**config.mk**
```make
export PLATFORM = sky130hd
export DESIGN_NAME = stacking_logistic_n
export DESIGN_NICKNAME = d
export VERILOG_FILES = /design/src/rtl/stacking_logistic_n.sv
export SDC_FILE = /design/constraint.sdc
export NUM_CORES = 1
export LEC_CHECK = 0
export CORE_MARGIN = 5
export CORE_UTILIZATION = 56
export CTS_BUF_LIST = sky130_fd_sc_hd__clkbuf_8 sky130_fd_sc_hd__clkbuf_16
export DETAILED_ROUTE_END_ITERATION = 16
export PLACE_DENSITY = 0.84
export SLEW_MARGIN = 10
export SYNTH_ARGS = -nofsm -noshare
export SYNTH_HDL_FRONTEND = slang
export SYNTH_SLANG_ARGS = --single-unit
```
**constraint.sdc**
```tcl
create_clock -name clk -period 5.83 [get_ports clk]
set_input_delay 0.8745 -clock clk [delete_from_list [all_inputs] [get_ports clk]]
set_output_delay 0.8745 -clock clk [all_outputs]
set_load 0.1 [all_outputs]
```
**src/rtl/stacking_logistic_n.sv**
```systemverilog
// ============================================================================
// stacking_logistic_n : N-input stacking meta-classifier, serial weighted vote
// sum minus bias, compared against a threshold to produce a +/-1 decision.
// Revision: 1.0
// ============================================================================
`default_nettype none

module stacking_logistic_n #(
  parameter int N_IN  = 3,
  parameter int W_W   = 10,
  parameter int ACC_W = 14
) (
  input  logic                  clk,
  input  logic                  rst,
  input  logic [N_IN-1:0]       in_valid,
  output logic [N_IN-1:0]       in_ready,
  input  logic [2*N_IN-1:0]     in_predict,
  input  logic [N_IN*W_W-1:0]   weight,
  input  logic [W_W-1:0]        bias,
  input  logic [W_W-1:0]        thred,
  output logic                  out_valid,
  input  logic                  out_ready,
  output logic [1:0]            out_predict,
  output logic [ACC_W-1:0]      out_score
);

  localparam int IDX_W = (N_IN > 1) ? $clog2(N_IN) : 1;
  localparam logic [IDX_W-1:0] LAST_IDX = IDX_W'(N_IN - 1);

  typedef enum logic [1:0] {
    S_COLLECT = 2'd0,
    S_ACC     = 2'd1,
    S_CMP     = 2'd2,
    S_OUT     = 2'd3
  } state_t;

  function automatic logic signed [ACC_W-1:0] sext(input logic [W_W-1:0] x);
    return {{(ACC_W - W_W){x[W_W-1]}}, x};
  endfunction

  state_t                   state_q, state_d;
  logic [N_IN-1:0]          captured_q, captured_d;
  logic [2*N_IN-1:0]        votes_q, votes_d;
  logic [N_IN*W_W-1:0]      w_sh_q, w_sh_d;
  logic [W_W-1:0]           thred_sh_q, thred_sh_d;
  logic signed [ACC_W-1:0]  acc_q, acc_d;
  logic [IDX_W-1:0]         idx_q, idx_d;
  logic                     out_valid_q, out_valid_d;
  logic [1:0]               out_predict_q, out_predict_d;
  logic [ACC_W-1:0]         out_score_q, out_score_d;

  logic [N_IN-1:0]          cap;
  logic [W_W-1:0]           w_sel;
  logic [1:0]               v_sel;
  logic signed [ACC_W-1:0]  term;

  assign in_ready    = (state_q == S_COLLECT) ? ~captured_q : '0;
  assign cap         = in_valid & in_ready;
  assign out_valid   = out_valid_q;
  assign out_predict = out_predict_q;
  assign out_score   = out_score_q;

  // Vote bit 0 marks a non-abstain; bit 1 then selects the sign.
  always_comb begin
    w_sel = '0;
    v_sel = '0;
    for (int i = 0; i < N_IN; i++) begin
      if (idx_q == IDX_W'(i)) begin
        w_sel = w_sh_q[i*W_W +: W_W];
        v_sel = votes_q[2*i +: 2];
      end
    end
    if (!v_sel[0])     term = '0;
    else if (v_sel[1]) term = -sext(w_sel);
    else               term = sext(w_sel);
  end

  always_comb begin
    state_d       = state_q;
    captured_d    = captured_q;
    votes_d       = votes_q;
    w_sh_d        = w_sh_q;
    thred_sh_d    = thred_sh_q;
    acc_d         = acc_q;
    idx_d         = idx_q;
    out_valid_d   = out_valid_q;
    out_predict_d = out_predict_q;
    out_score_d   = out_score_q;
    case (state_q)
      S_COLLECT: begin
        captured_d = captured_q | cap;
        for (int i = 0; i < N_IN; i++) begin
          if (cap[i]) votes_d[2*i +: 2] = in_predict[2*i +: 2];
        end
        if (&captured_d) begin
          w_sh_d     = weight;
          thred_sh_d = thred;
          acc_d      = -sext(bias);
          idx_d      = '0;
          state_d    = S_ACC;
        end
      end
      S_ACC: begin
        acc_d = acc_q + term;
        idx_d = idx_q + IDX_W'(1);
        if (idx_q == LAST_IDX) begin
          idx_d   = '0;
          state_d = S_CMP;
        end
      end
      S_CMP: begin
        out_score_d   = acc_q;
        out_predict_d = (acc_q > sext(thred_sh_q)) ? 2'b01 : 2'b11;
        out_valid_d   = 1'b1;
        state_d       = S_OUT;
      end
      default: begin
        if (out_ready) begin
          out_valid_d = 1'b0;
          captured_d  = '0;
          state_d     = S_COLLECT;
        end
      end
    endcase
  end

  always_ff @(posedge clk or posedge rst) begin
    if (rst) begin
      state_q       <= S_COLLECT;
      captured_q    <= '0;
      votes_q       <= '0;
      w_sh_q        <= '0;
      thred_sh_q    <= '0;
      acc_q         <= '0;
      idx_q         <= '0;
      out_valid_q   <= 1'b0;
      out_predict_q <= 2'b00;
      out_score_q   <= '0;
    end else begin
      state_q       <= state_d;
      captured_q    <= captured_d;
      votes_q       <= votes_d;
      w_sh_q        <= w_sh_d;
      thred_sh_q    <= thred_sh_d;
      acc_q         <= acc_d;
      idx_q         <= idx_d;
      out_valid_q   <= out_valid_d;
      out_predict_q <= out_predict_d;
      out_score_q   <= out_score_d;
    end
  end

endmodule

`default_nettype wire

```
==> results of run 1 <==
-- worst paths after layout --
| kind | from | end | slack [ns] | cells after the start |
|---|---|---|---|---|
| max | idx_q[0] | acc_q[12] | 1.56 | 15 |
| min | out_predict[0] | out_predict[0] | 0.47 | 1 |
| max reg2reg | idx_q[0] | acc_q[12] | 1.56 | 15 |
| min reg2reg | out_predict[0] | out_predict[0] | 0.47 | 1 |
| max in group asynchronous | rst | out_score[9] | 4.00 | 3 |
| min in group asynchronous | rst | acc_q[1] | 1.15 | 3 |
-- cell type report --
cell class / instances / area, µm² / area share
clock buffers: 10 / 138 / 0.0228
clock inverters: 6 / 48.8 / 0.00809
inverters: 25 / 95.1 / 0.0158
multi-input cells: 351 / 2660 / 0.442
flip-flops and latches: 84 / 2100 / 0.349
well taps: 108 / 135 / 0.0224
repair buffers: 86 / 848 / 0.141
-- metal layers --
layer | vias up | global-route usage
met5 | - | 0
met4 | 0 | 0.0833
met3 | 21 | 0.0397
met2 | 112 | 0.319
met1 | 1785 | 0.259
li1 | 1870 | -
-- stage by stage --
step | util | instances | area [µm²] | worst slack (ns)
6_report | 0.695 | 670 | 6030 | 1.56
5_1_grt | 0.695 | 670 | 6030 | 1.18
4_1_cts | 0.695 | 670 | 6030 | 1.53
3_5_place_dp | 0.673 | 654 | 5840 | 1.56
3_3_place_gp | 0.673 | 654 | 5840 | 1.74
2_1_floorplan | - | 479 | 4960 | 2.51
-- flip-flops by register name, summed over array words and instances (netlist names) --
signal / flops
votes_q: 6
out_score: 14
acc_q: 14
out_predict: 2
out_valid: 1
state_q: 2
w_sh_q: 30
thred_sh_q: 10
idx_q: 2
captured_q: 3
-- cell usage in the layout (no fill, tap or decap), drive strengths merged, types with 4 or more instances in the layout --
| cell | count |
|---|---|
| nand4 | 4 |
| buf | 5 |
| clkbuf | 10 |
| o21ai | 19 |
| a21oi | 43 |
| o2bb2ai | 6 |
| inv | 25 |
| nor2 | 44 |
| nand2 | 30 |
| nor3 | 11 |
| mux2 | 60 |
| dfrtp | 84 |
| o21bai | 4 |
| xnor2 | 7 |
| nor2b | 5 |
| nand2b | 4 |
| clkdlybuf4s50 | 81 |
| a21o | 7 |
| ha | 32 |
| o22a | 5 |
| or3 | 4 |
| mux2i | 13 |
| xor2 | 15 |
-- kinds of logic after synthesis --
kind of cell / Yosys count / share of synthesized area
AO/OA/AOI/OAI: 107 / 0.142
XOR/XNOR: 22 / 0.0389
adder cells (fa/ha/maj): 33 / 0.0848
buffers and inverters: 44 / 0.0386
flip-flops: 84 / 0.424
multiplexers: 73 / 0.163
AND/OR/NAND/NOR: 116 / 0.109
-- critical path, cell delays in order (launching register included) --
cell       delay, ns
dfrtp_1         0.92
nor2b_1         0.37
o2bb2ai_1       0.29
or3_1           0.44
o21bai_1        0.19
xor2_1          0.17
nor2_1          0.06
ha_1            0.34
a21o_1          0.21
a211oi_1        0.23
nor2_1          0.10
nor2_1          0.12
o31ai_1         0.11
a311oi_1        0.35
xor2_1          0.19
a21oi_1         0.08
==> flow_metrics.py, run 1 <==
metrics = {
    "timing": {
        "final.setup_skew_ns": 0.0147,
        "final_hold_viol_count": 0,
        "finalSetupTns_ns": 0,
        "rsz0062_at_grt": "false",
        "slew_headroom": 0.253,
        "worstMarginPinSlew_ns": 1.12,
        "fin_crit_sh": 0.733,
        "finalMaxSlewViolations": 0,
        "holdWs_ns": 0.474,
        "setup_viol": 0,
        "fin_crit_ns": 4.27,
        "clock.fmax_mhz": 234,
    },
    "logic_synthesis": {
        "synth_top_area_share": 0.424,
        "synth-seq-cells": 84,
        "syn_inst": 479,
        "ys_types": 48,
        "synth_area_um2": 4960,
        "synth_ff_type": "dfrtp_1",
        "yosys_warnings": 0,
        "synthTopCellsByArea": "dfrtp_1, mux2_2, ha_1",
        "synthTopCellsByCount": "dfrtp_1, mux2_2, nor2_1",
        "synth_nets": 574,
        "ys_async_sr_fraction": 1.00,
        "yosysTopAreaCell": "dfrtp_1",
        "yosysSeqAreaShare": 0.424,
        "synth_edf_count": 0,
        "yosysMostFrequentCell": "dfrtp_1",
        "syn_area_per_cell_um2": 10.3,
    },
    "floorplanning": {
        "core_um2": 8680,
        "ioPinCount": 82,
        "fp.dieArea_um2": 10800,
        "start_util": 0.571,
        "die_w_um": 104,
        "die_h_um": 104,
        "row_count": 34,
    },
    "cts": {
        "cts_tree": "built",
        "clock_sinks": 84,
        "clk-insertion-delay-late_ns": 0.36,
        "cts_resized": 0,
        "postCtsSetupBuffers": 0,
        "numCtsBuffers": 9,
        "clockBufferDepth": 2,
        "cts-root-buf": "clkbuf_8",
        "htree_levels": 3,
        "holdBufCountCts": 0,
        "clk_pin_slew_ns": 0.09,
    },
    "drt": {
        "drc": 0,
        "wl_met3_um": 571,
        "wl_met2_mm": 5.01,
        "ant_nets": 0,
        "num_vias": 3788,
        "routed.top_layer": "met4",
        "wl_per_cell_um": 15.6,
        "first_pass_iters": 4,
        "via_per_inst": 5.65,
        "wirelength_mm": 10.5,
        "wl_met1_mm": 4.61,
        "drtIter0Drc": 116,
    },
    "critical_path": {
        "crit_path_start_kind": "flop",
        "arrival_ns": 4.52,
        "path_class": "reg2reg",
        "crit_fanout": 20,
        "endpoint_kind": "flop",
        "required_ns": 6.07,
    },
    "grt": {
        "antenna_found_initial": 0,
        "grt_pass1_vias": 3775,
        "grt_max_degree": 85,
        "grt_overflow": 0,
        "grt_pass1_wl_mm": 17.8,
        "track_usage": 0.198,
    },
    "final_layout": {
        "fin_nets": 652,
        "area_growth_pct": 21.7,
        "antennaDiodeCount": 0,
        "fill_cells": 663,
        "drive_gt1_frac": 0.162,
    },
    "place": {
        "gp_congestion": 0.852,
        "hpwl_mm": 8.10,
        "port-buffer-count": 81,
    },
    "run_status": {
        "status": "complete, no violations",
    },
    "flow_run": {
        "maxCapViolations": 0,
    },
    "hold_path": {
        "hold_class": "reg2reg",
    },
}
Power of run 1 is not shown: default switching activity piles up to over one toggle a cycle in this logic, so the estimate is an artifact.
==> inputs of run 2 (changes only) <==
Settings changed: CORE_UTILIZATION 56 to 49, PLACE_DENSITY 0.84 to 0.78.
Clock period 5.83 ns to 3.9 ns, I/O delays scaled along.
==> flow_metrics.py, run 2 (synthesized netlist as in run 1, its figures left out) <==
metrics = {
    "hold_path": {
        "min_to": "out_predict[0]",
        "hold_class": "reg2reg",
        "min_path_cells": 1,
        "hold_path_startpoint": "out_predict[0]",
    },
    "timing": {
        "final.setup_skew_ns": 0.0103,
        "fin_crit_sh": 0.934,
        "setup_slack_ns": 0.256,
        "finalMaxSlewViolations": 0,
        "slew_headroom": 0.339,
        "final_hold_viol_count": 0,
        "fin_crit_ns": 3.64,
        "worstMarginPinSlew_ns": 0.988,
        "clock.fmax_mhz": 274,
        "rsz0062_at_grt": "true",
        "setup_viol": 0,
    },
    "cts": {
        "cts_tree": "built",
        "holdBufCountCts": 0,
        "numCtsBuffers": 9,
        "clk-insertion-delay-late_ns": 0.36,
        "cts-root-buf": "clkbuf_8",
        "clock_sinks": 84,
        "clk_pin_slew_ns": 0.08,
        "clockBufferDepth": 2,
        "htree_levels": 3,
    },
    "flow_run": {
        "maxCapViolations": 0,
    },
    "place": {
        "gp_congestion": 0.914,
        "hpwl_mm": 8.65,
        "pre_cts_ws_ns": 0.208,
        "port-buffer-count": 81,
        "place_area_um2": 5910,
    },
    "drt": {
        "wl_per_cell_um": 15.7,
        "num_vias": 3811,
        "via_per_inst": 5.43,
        "ant_nets": 0,
        "wirelength_mm": 11.1,
        "drc": 0,
        "drtIter0Drc": 201,
        "first_pass_iters": 4,
    },
    "critical_path": {
        "cp_cell_sequence": "buf_8 -> mux2i_1 -> o2bb2ai_2 -> or3_1 -> o21bai_1 -> xor2_1 -> nor2_1 -> ha_1 -> a21o_1 -> a211oi_1 -> nor2_1 -> nor2_1 -> o31ai_1 -> a311oi_1 -> xor2_1 -> a21oi_1",
        "rr_worst_depth": 16,
        "crit_path_start_kind": "flop",
        "reg2reg_slack_ns": 0.26,
        "arrival_ns": 3.88,
        "path_class": "reg2reg",
        "crit_fanout": 12,
        "rr_startpoint": "idx_q[0]",
        "endpoint_kind": "flop",
        "slowest_stage": "dfrtp_1",
        "cpMostUsedCell": "nor2_1",
        "crit-reg2reg-capture": "acc_q[12]",
        "slowest_delay_ns": 0.42,
        "required_ns": 4.13,
    },
    "run_status": {
        "status": "complete, no violations",
    },
    "final_layout": {
        "mostFrequentLayoutCell": "dfrtp_1",
        "area_growth_pct": 23.4,
        "antennaDiodeCount": 0,
        "fin_nets": 659,
        "mostFrequentLayoutCells": "dfrtp_1, clkdlybuf4s50_1, mux2_2, nor2_1, a21oi_1",
        "regMostFlops": "w_sh_q",
        "drive_gt1_frac": 0.183,
        "fin_area_um2": 6110,
        "largest_reg_flops": 30,
    },
    "floorplanning": {
        "die_w_um": 111,
        "fp.dieArea_um2": 12200,
        "core_um2": 9820,
        "row_count": 36,
        "ioPinCount": 82,
        "die_h_um": 111,
        "start_util": 0.505,
    },
    "grt": {
        "grt_pass1_wl_mm": 19.2,
        "track_usage": 0.188,
        "antenna_found_initial": 0,
        "grt_pass1_vias": 4061,
        "grt_max_degree": 43,
        "grt_overflow": 0,
    },
}
## run 2: metal layers
layer / GRT usage / vias to the layer above / wire (µm)
met5: 0 / - / 0
met4: 0.0542 / 0 / 182
met3: 0.0394 / 16 / 444
met2: 0.325 / 80 / 5660
met1: 0.238 / 1841 / 4760
li1: - / 1874 / -
## run 2: what timing repair did
| item | 4_1_cts | 5_1_grt |
|---|---|---|
| endpoints found under the setup margin | 0 | 2 |
| resized for setup | 0 | 4 |
| setup buffers | 0 | 1 |
## run 2: stage by stage
step | utilization | cells | TNS [ns] | hold WS [ns]
final | 0.623 | 702 | 0 | 0.468
after global routing | 0.623 | 702 | -0.0871 | 0.501
after CTS | 0.620 | 701 | 0 | 0.475
after detailed placement | 0.602 | 685 | 0 | 0.456
after global placement | 0.602 | 685 | 0 | 0.455
after floorplan | - | 479 | 0 | 0.479
## run 2: worst max path at each step
stage,start,endpoint,slack (ns)
after floorplan,idx_q[0],acc_q[12],0.58
after global placement,idx_q[0],acc_q[12],0.33
final,idx_q[0],acc_q[12],0.26
after detailed placement,idx_q[0],acc_q[12],0.21
after CTS,idx_q[0],acc_q[12],0.17
after global routing,idx_q[0],acc_q[12],-0.09
## run 2: cell type report
type	count	area (µm²)
well taps	133	166
inverters	25	95.1
fillers	846	3710
clock inverters	7	51.3
multi-input cells	351	2670
flip-flops and latches	84	2100
clock buffers	9	124
repair buffers	93	901
## run 2: critical path, delay by kind of cell, from the launching register on
| family | cells | cell delay (ns) |
|---|---|---|
| flip-flops | 1 | 0.42 |
| adder cells (fa/ha/maj) | 1 | 0.34 |
| XOR/XNOR | 2 | 0.38 |
| buffers and inverters | 1 | 0.19 |
| multiplexers | 1 | 0.23 |
| AO/OA/AOI/OAI | 7 | 1.26 |
| AND/OR/NAND/NOR | 4 | 0.72 |
Power of run 2 is left out for the same reason.
==> inputs of run 3 (changes only) <==
Settings changed: CORE_UTILIZATION 49 to 35, PLACE_DENSITY 0.78 to 0.59, SETUP_SLACK_MARGIN set to 0.15.
==> flow_metrics.py, run 3 (synthesized netlist as in run 1, its figures left out) <==
metrics = {
    "drt": {
        "drc": 0,
        "drtIter0Drc": 134,
        "first_pass_iters": 4,
        "ant_nets": 0,
        "wirelength_mm": 12.0,
        "wl_per_cell_um": 15.9,
        "num_vias": 3801,
        "via_per_inst": 5.05,
    },
    "place": {
        "hpwl_mm": 9.18,
        "place_area_um2": 5970,
        "port-buffer-count": 81,
        "gp_congestion": 0.844,
    },
    "timing": {
        "final_hold_viol_count": 0,
        "fin_crit_sh": 0.910,
        "setup_viol": 0,
        "final.setup_skew_ns": 0.00411,
        "finalMaxSlewViolations": 0,
        "fin_crit_ns": 3.55,
        "slew_headroom": 0.335,
        "clock.fmax_mhz": 282,
        "rsz0062_at_grt": "true",
        "worstMarginPinSlew_ns": 0.995,
        "finalSetupTns_ns": 0,
    },
    "critical_path": {
        "arrival_ns": 3.78,
        "slowest_delay_ns": 0.43,
        "reg2reg_slack_ns": 0.35,
        "crit_family": "compound AO/OA/AOI/OAI gates",
        "endpoint_kind": "flop",
        "cpMostUsedCell": "nor2_1",
        "cp_cell_sequence": "buf_4 -> mux2i_1 -> o2bb2ai_1 -> or3_1 -> o21bai_1 -> xor2_1 -> nor2_1 -> ha_1 -> a21o_1 -> a211oi_1 -> nor2_1 -> nor2_1 -> o31ai_1 -> a311oi_1 -> xor2_1 -> a21oi_1",
        "crit_buf_inv": 1,
        "crit_fanout": 6,
        "slowest_stage": "dfrtp_2",
        "required_ns": 4.13,
        "crit_path_start_kind": "flop",
        "path_class": "reg2reg",
    },
    "cts": {
        "htree_levels": 3,
        "clockBufferDepth": 2,
        "holdBufCountCts": 0,
        "cts-root-buf": "clkbuf_16",
        "cts_tree": "built",
        "numCtsBuffers": 9,
        "clk-insertion-delay-late_ns": 0.34,
        "clock_sinks": 84,
        "clk_pin_slew_ns": 0.06,
    },
    "final_layout": {
        "antennaDiodeCount": 0,
        "mostFrequentLayoutCells": "dfrtp_1, clkdlybuf4s50_1, mux2_2, nor2_1, a21oi_1",
        "fin_nets": 662,
        "largest_reg_flops": 30,
        "fill_cells": 1316,
        "mostFrequentLayoutCell": "dfrtp_1",
        "drive_gt1_frac": 0.191,
        "area_growth_pct": 28.5,
        "regMostFlops": "w_sh_q",
        "fin_area_um2": 6370,
    },
    "grt": {
        "grt_pass1_vias": 4023,
        "track_usage": 0.151,
        "grt_max_degree": 47,
        "antenna_found_initial": 0,
        "grt_overflow": 0,
        "grt_pass1_wl_mm": 19.8,
    },
    "hold_path": {
        "hold_class": "reg2reg",
    },
    "floorplanning": {
        "die_w_um": 129,
        "die_h_um": 129,
        "start_util": 0.357,
        "fp.dieArea_um2": 16600,
        "row_count": 43,
        "core_um2": 13900,
        "ioPinCount": 82,
    },
    "run_status": {
        "status": "complete, no violations",
    },
    "flow_run": {
        "maxCapViolations": 0,
    },
}
[run 3: cell type report]
cell class              instances  area (µm²)  share of cell area
multi-input cells             351        2690               0.422
flip-flops and latches         84        2100               0.330
repair buffers                 96         920               0.144
clock buffers                   9         225              0.0354
well taps                     180         225              0.0354
clock inverters                 7         116              0.0183
inverters                      25        95.1              0.0149
[run 3: layer usage]
metal	up-vias	GRT usage	wire length, µm
met4	0	0.0432	187
met3	15	0.0374	472
met2	67	0.261	6000
met1	1837	0.187	5310
li1	1882	-	-
met5	-	0	0
[run 3: path summary, 6_finish.rpt]
kind | start | end | cells past startpoint
worst max register to register | idx_q[0] | acc_q[12] | 16
max in group asynchronous | rst | thred_sh_q[2] | 3
worst max-delay path | idx_q[0] | acc_q[12] | 16
worst min register to register | out_predict[0] | out_predict[0] | 1
min in group asynchronous | rst | votes_q[4] | 3
worst min-delay path | out_predict[0] | out_predict[0] | 1
[run 3: what timing repair did]
item / 4_1_cts / 5_1_grt
gates resized for setup: 0 / 7
setup endpoints to repair: 0 / 6
buffers inserted: 0 / 4
[run 3: through the flow]
step           hold WS, ns  worst slack, ns   util  instances
6_report             0.469            0.352  0.459        752
5_1_grt              0.494           0.0548  0.459        752
4_1_cts              0.479            0.207  0.455        748
3_5_place_dp         0.461            0.223  0.430        732
3_3_place_gp         0.450            0.291  0.430        732
2_1_floorplan        0.479            0.579      -        479
Power of run 3 is left out for the same reason.
